File: src/rtl/instr_fetch_queue.sv
// Instruction fetch stage: sequential PC generation, credit-limited imem reads,
// and a DEPTH-entry FIFO of {pc, instruction}. Redirects flush the FIFO and drain in-flight responses.
module instr_fetch_queue #(
    parameter logic [31:0] RESET_PC = 32'h0000_0000,
    parameter int          DEPTH    = 4
) (
    input  logic        CLK,
    input  logic        RESET_N,
    output logic        IMEM_REQ,
    output logic [31:0] IMEM_ADDR,
    input  logic        IMEM_READY,
    input  logic        IMEM_RVALID,
    input  logic [31:0] IMEM_RDATA,
    input  logic        REDIRECT,
    input  logic [31:0] REDIRECT_PC,
    output logic        OUT_VALID,
    output logic [31:0] OUT_INSTRUCTION,
    output logic [31:0] OUT_PC,
    input  logic        DEC_READY
);
    localparam int CW    = $clog2(DEPTH);
    localparam int CNT_W = CW + 1;

    localparam logic [1:0] ST_BOOT  = 2'd0;
    localparam logic [1:0] ST_FETCH = 2'd1;
    localparam logic [1:0] ST_FLUSH = 2'd2;

    logic [1:0]       state;
    logic [31:0]      fetch_pc;
    logic [31:0]      rsp_pc;
    logic [CNT_W-1:0] inflight;
    logic [CNT_W-1:0] stale;
    logic [CNT_W-1:0] count;
    logic [CW-1:0]    wr_ptr;
    logic [CW-1:0]    rd_ptr;
    logic [31:0]      mem_instr [DEPTH];
    logic [31:0]      mem_pc    [DEPTH];

    logic             credit_ok;
    logic             issue;
    logic             rsp;
    logic             push;
    logic             pop;
    logic [31:0]      redir_pc;
    logic [CNT_W-1:0] inflight_nxt;

    // Queued entries plus outstanding reads never exceed DEPTH, so a push always has a slot.
    assign credit_ok    = ({1'b0, count} + {1'b0, inflight}) < (CNT_W+1)'(DEPTH);
    assign IMEM_REQ     = (state == ST_FETCH) && credit_ok;
    assign IMEM_ADDR    = fetch_pc;
    assign issue        = IMEM_REQ && IMEM_READY;
    assign rsp          = IMEM_RVALID && (inflight != '0);
    assign push         = rsp && (state == ST_FETCH) && !REDIRECT;
    assign pop          = OUT_VALID && DEC_READY;
    assign redir_pc     = REDIRECT_PC & ~32'd3;
    assign inflight_nxt = inflight + CNT_W'(issue) - CNT_W'(rsp);

    assign OUT_VALID       = (count != '0);
    assign OUT_INSTRUCTION = OUT_VALID ? mem_instr[rd_ptr] : '0;
    assign OUT_PC          = OUT_VALID ? mem_pc[rd_ptr]    : '0;

    always_ff @(posedge CLK) begin
        if (!RESET_N) begin
            state    <= ST_BOOT;
            fetch_pc <= RESET_PC;
            rsp_pc   <= RESET_PC;
            inflight <= '0;
            stale    <= '0;
            count    <= '0;
            wr_ptr   <= '0;
            rd_ptr   <= '0;
        end else begin
            inflight <= inflight_nxt;
            case (state)
                ST_BOOT: state <= ST_FETCH;
                ST_FETCH: begin
                    if (REDIRECT) begin
                        // Everything still outstanding (incl. a same-cycle issue) becomes stale.
                        fetch_pc <= redir_pc;
                        rsp_pc   <= redir_pc;
                        count    <= '0;
                        wr_ptr   <= '0;
                        rd_ptr   <= '0;
                        stale    <= inflight_nxt;
                        if (inflight_nxt != '0) state <= ST_FLUSH;
                    end else begin
                        if (issue) fetch_pc <= fetch_pc + 32'd4;
                        if (push) begin
                            wr_ptr <= wr_ptr + 1'b1;
                            rsp_pc <= rsp_pc + 32'd4;
                        end
                        if (pop) rd_ptr <= rd_ptr + 1'b1;
                        count <= count + CNT_W'(push) - CNT_W'(pop);
                    end
                end
                ST_FLUSH: begin
                    if (REDIRECT) begin
                        fetch_pc <= redir_pc;
                        rsp_pc   <= redir_pc;
                    end
                    if (rsp) begin
                        stale <= stale - 1'b1;
                        if (stale == CNT_W'(1)) state <= ST_FETCH;
                    end
                end
                default: state <= ST_BOOT;
            endcase
        end
    end

    always_ff @(posedge CLK) begin
        if (push) begin
            mem_instr[wr_ptr] <= IMEM_RDATA;
            mem_pc[wr_ptr]    <= rsp_pc;
        end
    end
endmodule

File: config.mk
export PLATFORM = sky130hd
export DESIGN_NAME = instr_fetch_queue
export DESIGN_NICKNAME = d
export VERILOG_FILES = /design/src/rtl/instr_fetch_queue.sv
export SDC_FILE = /design/constraint.sdc
export NUM_CORES = 1
export LEC_CHECK = 0
export BUFFER_PORTS_ARGS = -buffer_cell sky130_fd_sc_hd__buf_2
export CAP_MARGIN = 10
export CORE_UTILIZATION = 30
export CTS_CLUSTER_SIZE = 25
export DETAILED_ROUTE_END_ITERATION = 10
export PLACE_DENSITY = 0.45
export SETUP_SLACK_MARGIN = 0.3
export SLEW_MARGIN = 20
export SYNTH_ARGS = -nofsm -noshare
export SYNTH_HDL_FRONTEND = slang
export SYNTH_SLANG_ARGS = --single-unit
File: constraint.sdc
create_clock -name CLK -period 4 [get_ports CLK]
set_input_delay 0.8 -clock CLK [delete_from_list [all_inputs] [get_ports CLK]]
set_output_delay 0.8 -clock CLK [all_outputs]
set_load 0.02 [all_outputs]
==> impl_metrics.env, run 1 <==
export IMPL_status="completed"
export IMPL_grt_pass1_vias=9857
export IMPL_ys_ff_latch=325
export IMPL_timing_hold_violations_final=0
export IMPL_synthToLayoutAreaGrowth_pct=19.7
export IMPL_initial_core_util_pct=30.6
export IMPL_synth_cells=1068
export IMPL_avgRoutedWirePerCell_um=20.4
export IMPL_critPathKind="flip-flop to primary output"
export IMPL_nets=1321
export IMPL_fillerInstances=4563
export IMPL_viasPerCell=5.10
export IMPL_fin_skew_ns=0.0147
export IMPL_ir_drop_uv=269
export IMPL_insertedDiodeCount=0
export IMPL_synth_main_ff_cell="edfxtp_1"
export IMPL_h_tree_depth=2
export IMPL_cts_resized=0
export IMPL_place_inst=1795
export IMPL_post_cts_setup_buffers=0
export IMPL_num_rows=79
export IMPL_track_usage_pct=15.7
export IMPL_p_per_area_mw_per_mm2=561
export IMPL_crit_buf_inv=2
export IMPL_ys_seq_area_share_pct=62.5
export IMPL_drt_iter0_markers=746
export IMPL_clkTransAtPathRegs_ns=0.06
export IMPL_core_area_sq_mm=0.0470
export IMPL_antenna_found_initial=1
export IMPL_cts_sinks=325
export IMPL_wirelength_um=38100
export IMPL_hp_class="primary input to flip-flop"
export IMPL_cp_cell_sequence="buf_4 > mux4_2 > and2_1 > buf_2"
export IMPL_synth_edf_count=248
export IMPL_chipWidth_um=221
export IMPL_drt_pass1_iterations=5
export IMPL_required_ns=3.20
export IMPL_instances_no_fill=1865
export IMPL_rsz0062_at_grt="no"
export IMPL_drive_gt1_share_pct=26.5
export IMPL_relSlewSlack_pct=32.0
export IMPL_synth_warning_count=0
export IMPL_clockBufferDepth=3
export IMPL_min_period_over_period_pct=80.4
export IMPL_route_detailed_drc=0
export IMPL_hpwl_um=24200
export IMPL_gp_congestion=0.805
export IMPL_clock_latency_ns=0.55
export IMPL_async_flop_share_pct=0
export IMPL_setup_viol=0
export IMPL_io_buffers=161
export IMPL_cts_tree="yes"
export IMPL_cts_hold_buf=0
export IMPL_crit_family="flip-flops"
export IMPL_ant_nets=0
export IMPL_endpoint_kind="primary output"
export IMPL_worst_ep_arrival_time_ns=2.42
export IMPL_timing_final_crit_period_ns=3.22
export IMPL_dieArea_sq_mm=0.0488
export IMPL_synth_distinct_cells=75
export IMPL_vias=9519
export IMPL_cp_slowest_stage_delay_ns=0.64
export IMPL_final_max_slew_viol_count=0
export IMPL_fmax_ghz=0.311
export IMPL_p_leak_uw=0.00603
export IMPL_cp_max_fo=21
export IMPL_netlist_area_sq_mm=0.0144
export IMPL_cts_root_buffer="clkbuf_16"
export IMPL_grt_max_degree=65
export IMPL_grt_ovfl_total=0
export IMPL_drv_cap=0
export IMPL_cpMaxStageDelayCell="dfxtp_4"
export IMPL_syn_avg_cell_area_sq_um=13.5
export IMPL_cts_inserted_buffers=40
export IMPL_die_h_um=221
export IMPL_ios=168
export IMPL_start_kind="flip-flop"
export IMPL_grt_pass1_wl_um=59300
export IMPL_finalSetupTns_ns=0
export IMPL_tightest_slew_ns=1.02
[area by class of cell]
cell class / instances / area [sq um] / area share, %
clock buffers: 56 / 1090 / 6.34
clock inverters: 14 / 128 / 0.741
inverters: 23 / 86.3 / 0.501
multi-input cells: 651 / 5030 / 29.2
flip-flops and latches: 325 / 8990 / 52.2
well taps: 607 / 759 / 4.41
repair buffers: 189 / 1130 / 6.56
[synth_stat cells, drive strengths merged, types with 3 or more instances]
| master | instances | area (sq um) |
|---|---|---|
| edfxtp | 248 | 7450 |
| and2 | 84 | 529 |
| dfxtp | 77 | 1540 |
| nand2 | 70 | 263 |
| mux4 | 62 | 1400 |
| nor2 | 61 | 229 |
| a21oi | 54 | 270 |
| o21ai | 53 | 265 |
| clkbuf | 52 | 195 |
| nand4 | 28 | 190 |
| and3 | 24 | 151 |
| inv | 23 | 86.3 |
| buf | 20 | 113 |
| nand3 | 20 | 105 |
| ha | 19 | 238 |
| a31oi | 16 | 106 |
| nor4 | 16 | 115 |
| a22oi | 12 | 90.1 |
| nor3 | 10 | 50.1 |
| o31ai | 10 | 93.8 |
| a211oi | 9 | 67.6 |
| o22ai | 9 | 56.3 |
| o31a | 9 | 78.8 |
| a21o | 7 | 52.6 |
| and4 | 6 | 58.8 |
| or3 | 5 | 31.3 |
| a41oi | 4 | 35.0 |
| nand2b | 4 | 25.0 |
| o21a | 4 | 30.0 |
| o41ai | 4 | 35.0 |
| a22o | 3 | 26.3 |
| a41o | 3 | 31.3 |
| nor2b | 3 | 18.8 |
| o221a | 3 | 33.8 |
| or4 | 3 | 26.3 |
[registers in the layout, indices dropped and copies added (netlist names), named ones only]
signal	flops
IMEM_ADDR	30
mem_pc	120
wr_ptr	2
rd_ptr	2
state	2
stale	3
rsp_pc	30
mem_instr	128
count	3
inflight	3
[cell usage in the layout, fill, tap and decap left out, drive strengths merged, types with 16 or more instances in the layout]
| master | count |
|---|---|
| a21oi | 54 |
| a31oi | 16 |
| and2 | 84 |
| and3 | 24 |
| buf | 189 |
| clkbuf | 56 |
| dfxtp | 77 |
| edfxtp | 248 |
| ha | 19 |
| inv | 26 |
| mux4 | 62 |
| nand2 | 70 |
| nand3 | 20 |
| nand4 | 28 |
| nor2 | 61 |
| nor4 | 16 |
| o21ai | 53 |
[worst paths after layout]
check	depth (start not counted)	slack, ns	to	startpoint
max	4	0.78	OUT_PC[13]	flip-flop
min	1	0.47	mem_instr[1][30]	IMEM_RDATA[30]
max reg2reg	11	0.96	state[0]	inflight[2]
min reg2reg	2	0.51	wr_ptr[0]	wr_ptr[0]
[report_power, final]
| part | leakage (uW) | switching, uW | internal [uW] |
|---|---|---|---|
| Sequential | 0.00289 | 412 | 3970 |
| Clock | 0.000596 | 1400 | 2030 |
| Combinational | 0.00255 | 1190 | 665 |
[cells by family (layout without fill, tap and decap cells)]
family	Yosys count	count (layout)	share of synthesized area, %
other	1	4	0.0261
xor gates and xnor gates	3	3	0.183
and+or+nand+nor	341	341	12.8
buffers and inverters	95	282	2.74
adders and majority gates	21	21	1.93
muxes	64	64	9.85
AOI/OAI and AO/OA	218	218	9.97
DFF	325	325	62.5
[routing by layer]
metal  part of all wire [%]  track usage [%]  vias up
li1                       -                -     4454
met1                     47             21.8     4712
met2                     45             24.8      296
met3                    5.6             3.52       57
met4                    1.9             4.08        0
met5                      0                0        -
[per-stage QoR]
step	util, %	cell area, sq um	hold slack [ns]	total power (uW)	setup WS [ns]
2_1_floorplan	-	14400	0.460	5560	0.785
3_3_place_gp	34.1	16000	0.487	6270	0.904
3_5_place_dp	34.1	16000	0.501	6300	0.905
4_1_cts	36.7	17200	0.421	9790	0.666
5_1_grt	36.7	17200	0.440	10200	0.609
6_report	36.7	17200	0.467	9670	0.785
Note: power is estimated with default switching activity, not from simulation.
==> run 2: changes to the inputs <==
- ABC_AREA: not set -> 1
- PLACE_DENSITY: 0.45 -> 0.46
- clock period: 4 -> 2.8 ns (I/O delays scaled with it)
==> impl_metrics.env, run 2 <==
export IMPL_status="completed"
export IMPL_die_h_um=226
export IMPL_mostFrequentLayoutCells="390 x nor2_1, 320 x nand2_1, 248 x edfxtp_1"
export IMPL_hp_class="primary input to flip-flop"
export IMPL_clkTransAtPathRegs_ns=0.06
export IMPL_cts_root_buffer="clkbuf_16"
export IMPL_drt_iter0_markers=658
export IMPL_core_area_sq_mm=0.0493
export IMPL_rsz0062_at_grt="yes"
export IMPL_final_area_sq_mm=0.0193
export IMPL_ir_drop_uv=449
export IMPL_fmax_ghz=0.399
export IMPL_cts_hold_buf=0
export IMPL_cp_max_fo=11
export IMPL_insertedDiodeCount=0
export IMPL_drv_cap=0
export IMPL_critPathKind="flip-flop to primary output"
export IMPL_viasPerCell=4.57
export IMPL_finalSetupTns_ns=0
export IMPL_worst_ep_arrival_time_ns=1.95
export IMPL_grt_ovfl_total=0
export IMPL_cts_tree="yes"
export IMPL_synth_edf_count=248
export IMPL_grt_pass1_vias=11453
export IMPL_avgRoutedWirePerCell_um=16.9
export IMPL_setup_viol=0
export IMPL_netlist_area_sq_mm=0.0151
export IMPL_timing_hold_violations_final=0
export IMPL_drive_gt1_share_pct=19.8
export IMPL_grt_pass1_wl_um=65600
export IMPL_required_ns=2.24
export IMPL_mostFrequentLayoutCell="nor2_1"
export IMPL_synth_commonest_cells="415 x nor2_1, 321 x nand2_1, 248 x edfxtp_1"
export IMPL_synth_area_leader_cell="edfxtp_1"
export IMPL_ant_nets=0
export IMPL_reg_top3="mem_instr (128), mem_pc (120)"
export IMPL_final_util_pct=39.2
export IMPL_dieArea_sq_mm=0.0512
export IMPL_drt_pass1_iterations=6
export IMPL_fin_skew_ns=0.0127
export IMPL_largest_reg_flops=128
export IMPL_clock_latency_ns=0.56
export IMPL_gp_congestion=0.800
export IMPL_async_flop_share_pct=0
export IMPL_grt_max_degree=65
export IMPL_initial_core_util_pct=30.6
export IMPL_start_kind="flip-flop"
export IMPL_nets=1984
export IMPL_cts_inserted_buffers=38
export IMPL_ys_seq_area_share_pct=59.6
export IMPL_syn_avg_cell_area_sq_um=8.90
export IMPL_timing_final_crit_period_ns=2.51
export IMPL_route_detailed_drc=0
export IMPL_wirelength_um=43700
export IMPL_largest_register="mem_instr"
export IMPL_endpoint_kind="primary output"
export IMPL_p_per_area_mw_per_mm2=818
export IMPL_tightest_slew_ns=0.506
export IMPL_h_tree_depth=2
export IMPL_relSlewSlack_pct=66.2
export IMPL_placed_cell_area_sq_mm=0.0169
export IMPL_synth_main_ff_cell="edfxtp_1"
export IMPL_hpwl_um=26100
export IMPL_antenna_found_initial=1
export IMPL_num_rows=81
export IMPL_io_buffers=161
export IMPL_synth_distinct_cells=35
export IMPL_min_period_over_period_pct=89.5
export IMPL_synth_warning_count=0
export IMPL_ys_top_cells_by_area="edfxtp_1 49%, nor2_1 10%, dfxtp_1 10%"
export IMPL_ys_ff_latch=325
export IMPL_ios=168
export IMPL_p_leak_uw=0.00755
export IMPL_cts_sinks=325
export IMPL_synthToLayoutAreaGrowth_pct=27.8
export IMPL_vias=11816
export IMPL_track_usage_pct=16.8
export IMPL_chipWidth_um=226
export IMPL_synth_cells=1695
export IMPL_fillerInstances=4951
export IMPL_final_max_slew_viol_count=0
export IMPL_synth_most_common_cell="nor2_1"
export IMPL_clockBufferDepth=3
export IMPL_yosysTopAreaCellShare_pct=49.4
run 2: cell count changes after synthesis, moves of 11 or more:
| cell | change |
|---|---|
| nor2_1 | +354 |
| nand2_1 | +251 |
| o21ai_0 | +106 |
| inv_1 | +104 |
| and2_1 | -76 |
| a21oi_1 | +75 |
| mux4_2 | -62 |
| nand3_1 | +35 |
| nand4_1 | -27 |
| and3_1 | -22 |
| nor4_1 | -15 |
| xor2_1 | +15 |
| a22oi_1 | -12 |
| buf_2 | +11 |
run 2: area by class of cell:
class / instances / area, sq um / area share (%)
repair inverters: 1 / 8.76 / 0.0454
inverters: 132 / 528 / 2.74
repair buffers: 231 / 2100 / 10.9
clock inverters: 22 / 250 / 1.30
multi-input cells: 1164 / 5560 / 28.8
flip-flops and latches: 325 / 9010 / 46.7
clock buffers: 48 / 1010 / 5.23
well taps: 664 / 831 / 4.31
run 2: power by group:
part | switching, uW | internal (uW) | leakage [uW]
Sequential | 690 | 5810 | 0.00289
Clock | 2010 | 3020 | 0.000610
Combinational | 2600 | 1650 | 0.00404
run 2: through the flow:
step / hold slack (ns) / power [uW] / cells / setup WS [ns]
after CTS: 0.182 / 15700 / 2574 / 0.221
after global placement: 0.477 / 10100 / 2480 / 0.183
after detailed placement: 0.492 / 10200 / 2480 / 0.146
after floorplan: 0.455 / 8990 / 1698 / 0.308
final: 0.222 / 15800 / 2587 / 0.294
after global routing: 0.205 / 16800 / 2587 / 0.203
run 2: metal layers:
| metal | vias to the layer above | part of all wire, % | wire, um | GRT usage [%] |
|---|---|---|---|---|
| met2 | 243 | 48 | 20900 | 28.5 |
| met3 | 49 | 4.7 | 2070 | 3.16 |
| met1 | 5529 | 45 | 19800 | 21.8 |
| li1 | 5993 | - | - | - |
| met5 | - | 0.030 | 13 | 0 |
| met4 | 2 | 1.8 | 790 | 4.80 |
run 2: path summary, 6_finish.rpt:
path                                            end  depth (start not counted)  slack, ns     startpoint
worst max register to register             state[0]                         16       0.35       state[1]
worst min register to register             stale[1]                          2       0.50       stale[1]
worst max-delay path            OUT_INSTRUCTION[19]                          7       0.29      flip-flop
worst min-delay path                mem_instr[2][2]                          1       0.22  IMEM_RDATA[2]
run 2: cells by family (layout without fill, tap and decap cells):
logic type	Yosys count	after routing	synth area share, %
xor gates and xnor gates	19	19	1.10
other	1	4	0.0249
buffers and inverters	209	434	5.64
adders and majority gates	21	21	1.84
AOI/OAI and AO/OA	300	300	10.1
and+or+nand+nor	820	820	21.7
DFF	325	325	59.6
run 2: worst max-delay path, cell delays in order (launching register included):
cell,delay (ns)
dfxtp_4,0.35
buf_12,0.16
clkinv_8,0.11
buf_12,0.17
clkbuf_16,0.17
o21ai_0,0.16
a21oi_1,0.10
buf_4,0.16
run 2: repair_timing:
| action | 4_1_cts | 5_1_grt |
|---|---|---|
| setup buffers | 16 | 6 |
| cloned | 8 | 7 |
| gates resized for setup | 84 | 116 |
| setup endpoints to repair | 66 | 73 |
| pin swaps | 21 | 48 |
==> run 3: changes to the inputs <==
- CTS_BUF_LIST: not set -> sky130_fd_sc_hd__clkbuf_4 sky130_fd_sc_hd__clkbuf_8
- SLEW_MARGIN: 20 -> not set
==> impl_metrics.env, run 3 (synthesis gave the netlist of run 2 again) <==
export IMPL_core_area_sq_mm=0.0493
export IMPL_timing_final_crit_period_ns=2.61
export IMPL_mostFrequentLayoutCell="nor2_1"
export IMPL_wirelength_um=44300
export IMPL_drt_pass1_iterations=5
export IMPL_min_period_over_period_pct=93.1
export IMPL_hp_class="primary input to flip-flop"
export IMPL_crit_family="buffers and inverters"
export IMPL_finalSetupTns_ns=0
export IMPL_grt_ovfl_total=0
export IMPL_grt_pass1_wl_um=67100
export IMPL_fmax_ghz=0.384
export IMPL_insertedDiodeCount=0
export IMPL_clock_latency_ns=0.67
export IMPL_required_ns=2.24
export IMPL_grt_pass1_vias=11726
export IMPL_avgRoutedWirePerCell_um=16.8
export IMPL_clkTransAtPathRegs_ns=0.06
export IMPL_vias=11957
export IMPL_ios=168
export IMPL_drive_gt1_share_pct=21.9
export IMPL_largest_reg_flops=128
export IMPL_rsz0062_at_grt="yes"
export IMPL_cp_slowest_stage_delay_ns=0.37
export IMPL_cts_tree="yes"
export IMPL_hpwl_um=26100
export IMPL_cts_root_buffer="clkbuf_8"
export IMPL_largest_register="mem_instr"
export IMPL_clockBufferDepth=3
export IMPL_endpoint_kind="primary output"
export IMPL_crit_buf_inv=6
export IMPL_drv_cap=0
export IMPL_grt_max_degree=65
export IMPL_ir_drop_uv=352
export IMPL_drt_iter0_markers=595
export IMPL_start_kind="flip-flop"
export IMPL_p_per_area_mw_per_mm2=788
export IMPL_critPathKind="flip-flop to primary output"
export IMPL_viasPerCell=4.54
export IMPL_die_h_um=226
export IMPL_io_buffers=161
export IMPL_hold_ws_ns=0.113
export IMPL_p_leak_uw=0.00760
export IMPL_track_usage_pct=17.3
export IMPL_synthToLayoutAreaGrowth_pct=27.9
export IMPL_fin_skew_ns=0.0203
export IMPL_cp_max_fo=8
export IMPL_mostFrequentLayoutCells="398 x nor2_1, 320 x nand2_1, 248 x edfxtp_1"
export IMPL_dieArea_sq_mm=0.0512
export IMPL_route_detailed_drc=0
export IMPL_nets=2013
export IMPL_status="completed"
export IMPL_reg_top3="mem_instr (128), mem_pc (120)"
export IMPL_initial_core_util_pct=30.6
export IMPL_antenna_found_initial=1
export IMPL_h_tree_depth=2
export IMPL_timing_hold_violations_final=0
export IMPL_gp_congestion=0.800
export IMPL_num_rows=81
export IMPL_path_common_cell="buf_12"
export IMPL_cp_cell_sequence="buf_8 > inv_8 > buf_12 > buf_12 > clkbuf_16 > o21ai_1 > a21oi_1 > buf_4"
export IMPL_final_max_slew_viol_count=0
export IMPL_worst_ep_arrival_time_ns=2.05
export IMPL_chipWidth_um=226
export IMPL_ant_nets=0
export IMPL_cpMaxStageDelayCell="dfxtp_4"
export IMPL_fillerInstances=4989
export IMPL_cts_inserted_buffers=59
export IMPL_setup_viol=0
export IMPL_cts_sinks=325
[run 3: cell type report]
cell class | count | area (sq um) | area share [%]
Clock buffer | 80 | 976 | 5.06
Clock inverter | 30 | 178 | 0.920
Inverter | 132 | 526 | 2.72
Multi-Input combinational cell | 1164 | 5570 | 28.9
Sequential cell | 325 | 9010 | 46.7
Tap cell | 664 | 831 | 4.30
Timing Repair Buffer | 239 | 2200 | 11.4
Timing Repair inverter | 1 | 8.76 | 0.0454
[run 3: worst register-to-register path: stages (launching register included)]
cell and delay (ns):
dfxtp_2 0.33, inv_2 0.08, ha_4 0.18, inv_8 0.05, nor2_4 0.12, nand4_4 0.10, ha_4 0.28, inv_2 0.04
ha_4 0.15, fa_2 0.54, nor2_1 0.04, nand2_1 0.07, nor2_2 0.04, nor2_2 0.12, nand2_1 0.07, nand2_1 0.07
nor2_1 0.04
[run 3: where the power goes]
group	switching, uW	internal [uW]	total (uW)
registers	700	5810	6510
logic	2610	1670	4290
clock network	2050	2370	4410
total	5360	9850	15200
[run 3: final timing paths]
| check | end | cells after the start | startpoint | slack (ns) |
|---|---|---|---|---|
| worst max-delay path | OUT_INSTRUCTION[18] | 8 | flip-flop | 0.19 |
| worst max register to register | state[0] | 16 | state[1] | 0.35 |
| worst min register to register | count[0] | 2 | count[0] | 0.50 |
| worst min-delay path | mem_instr[3][18] | 1 | IMEM_RDATA[18] | 0.11 |
[run 3: repair_timing]
action                     in CTS  in global routing
pin swaps                      24                 37
setup endpoints to repair      65                 77
gates cloned                   12                  2
buffers inserted               28                  3
hold buffers                    0                  0
gates resized for setup       122                108
[run 3: layer usage]
metal  up-vias  track usage (%)  wire length (um)
li1       6066                -                 -
met5         -                0                13
met3        60             3.64              2120
met1      5580             22.1             20100
met4         2             4.80               852
met2       249             29.5             21200
[run 3: stage by stage]
step | util, % | setup slack (ns) | power, uW | instance area, sq um | cells
2_1_floorplan | - | 0.308 | 8990 | 15200 | 1698
3_3_place_gp | 34.4 | 0.183 | 10100 | 16900 | 2480
3_5_place_dp | 34.4 | 0.146 | 10200 | 16900 | 2480
4_1_cts | 38.5 | 0.124 | 15200 | 19000 | 2630
5_1_grt | 39.2 | 0.109 | 16200 | 19300 | 2635
6_report | 39.2 | 0.194 | 15200 | 19300 | 2635
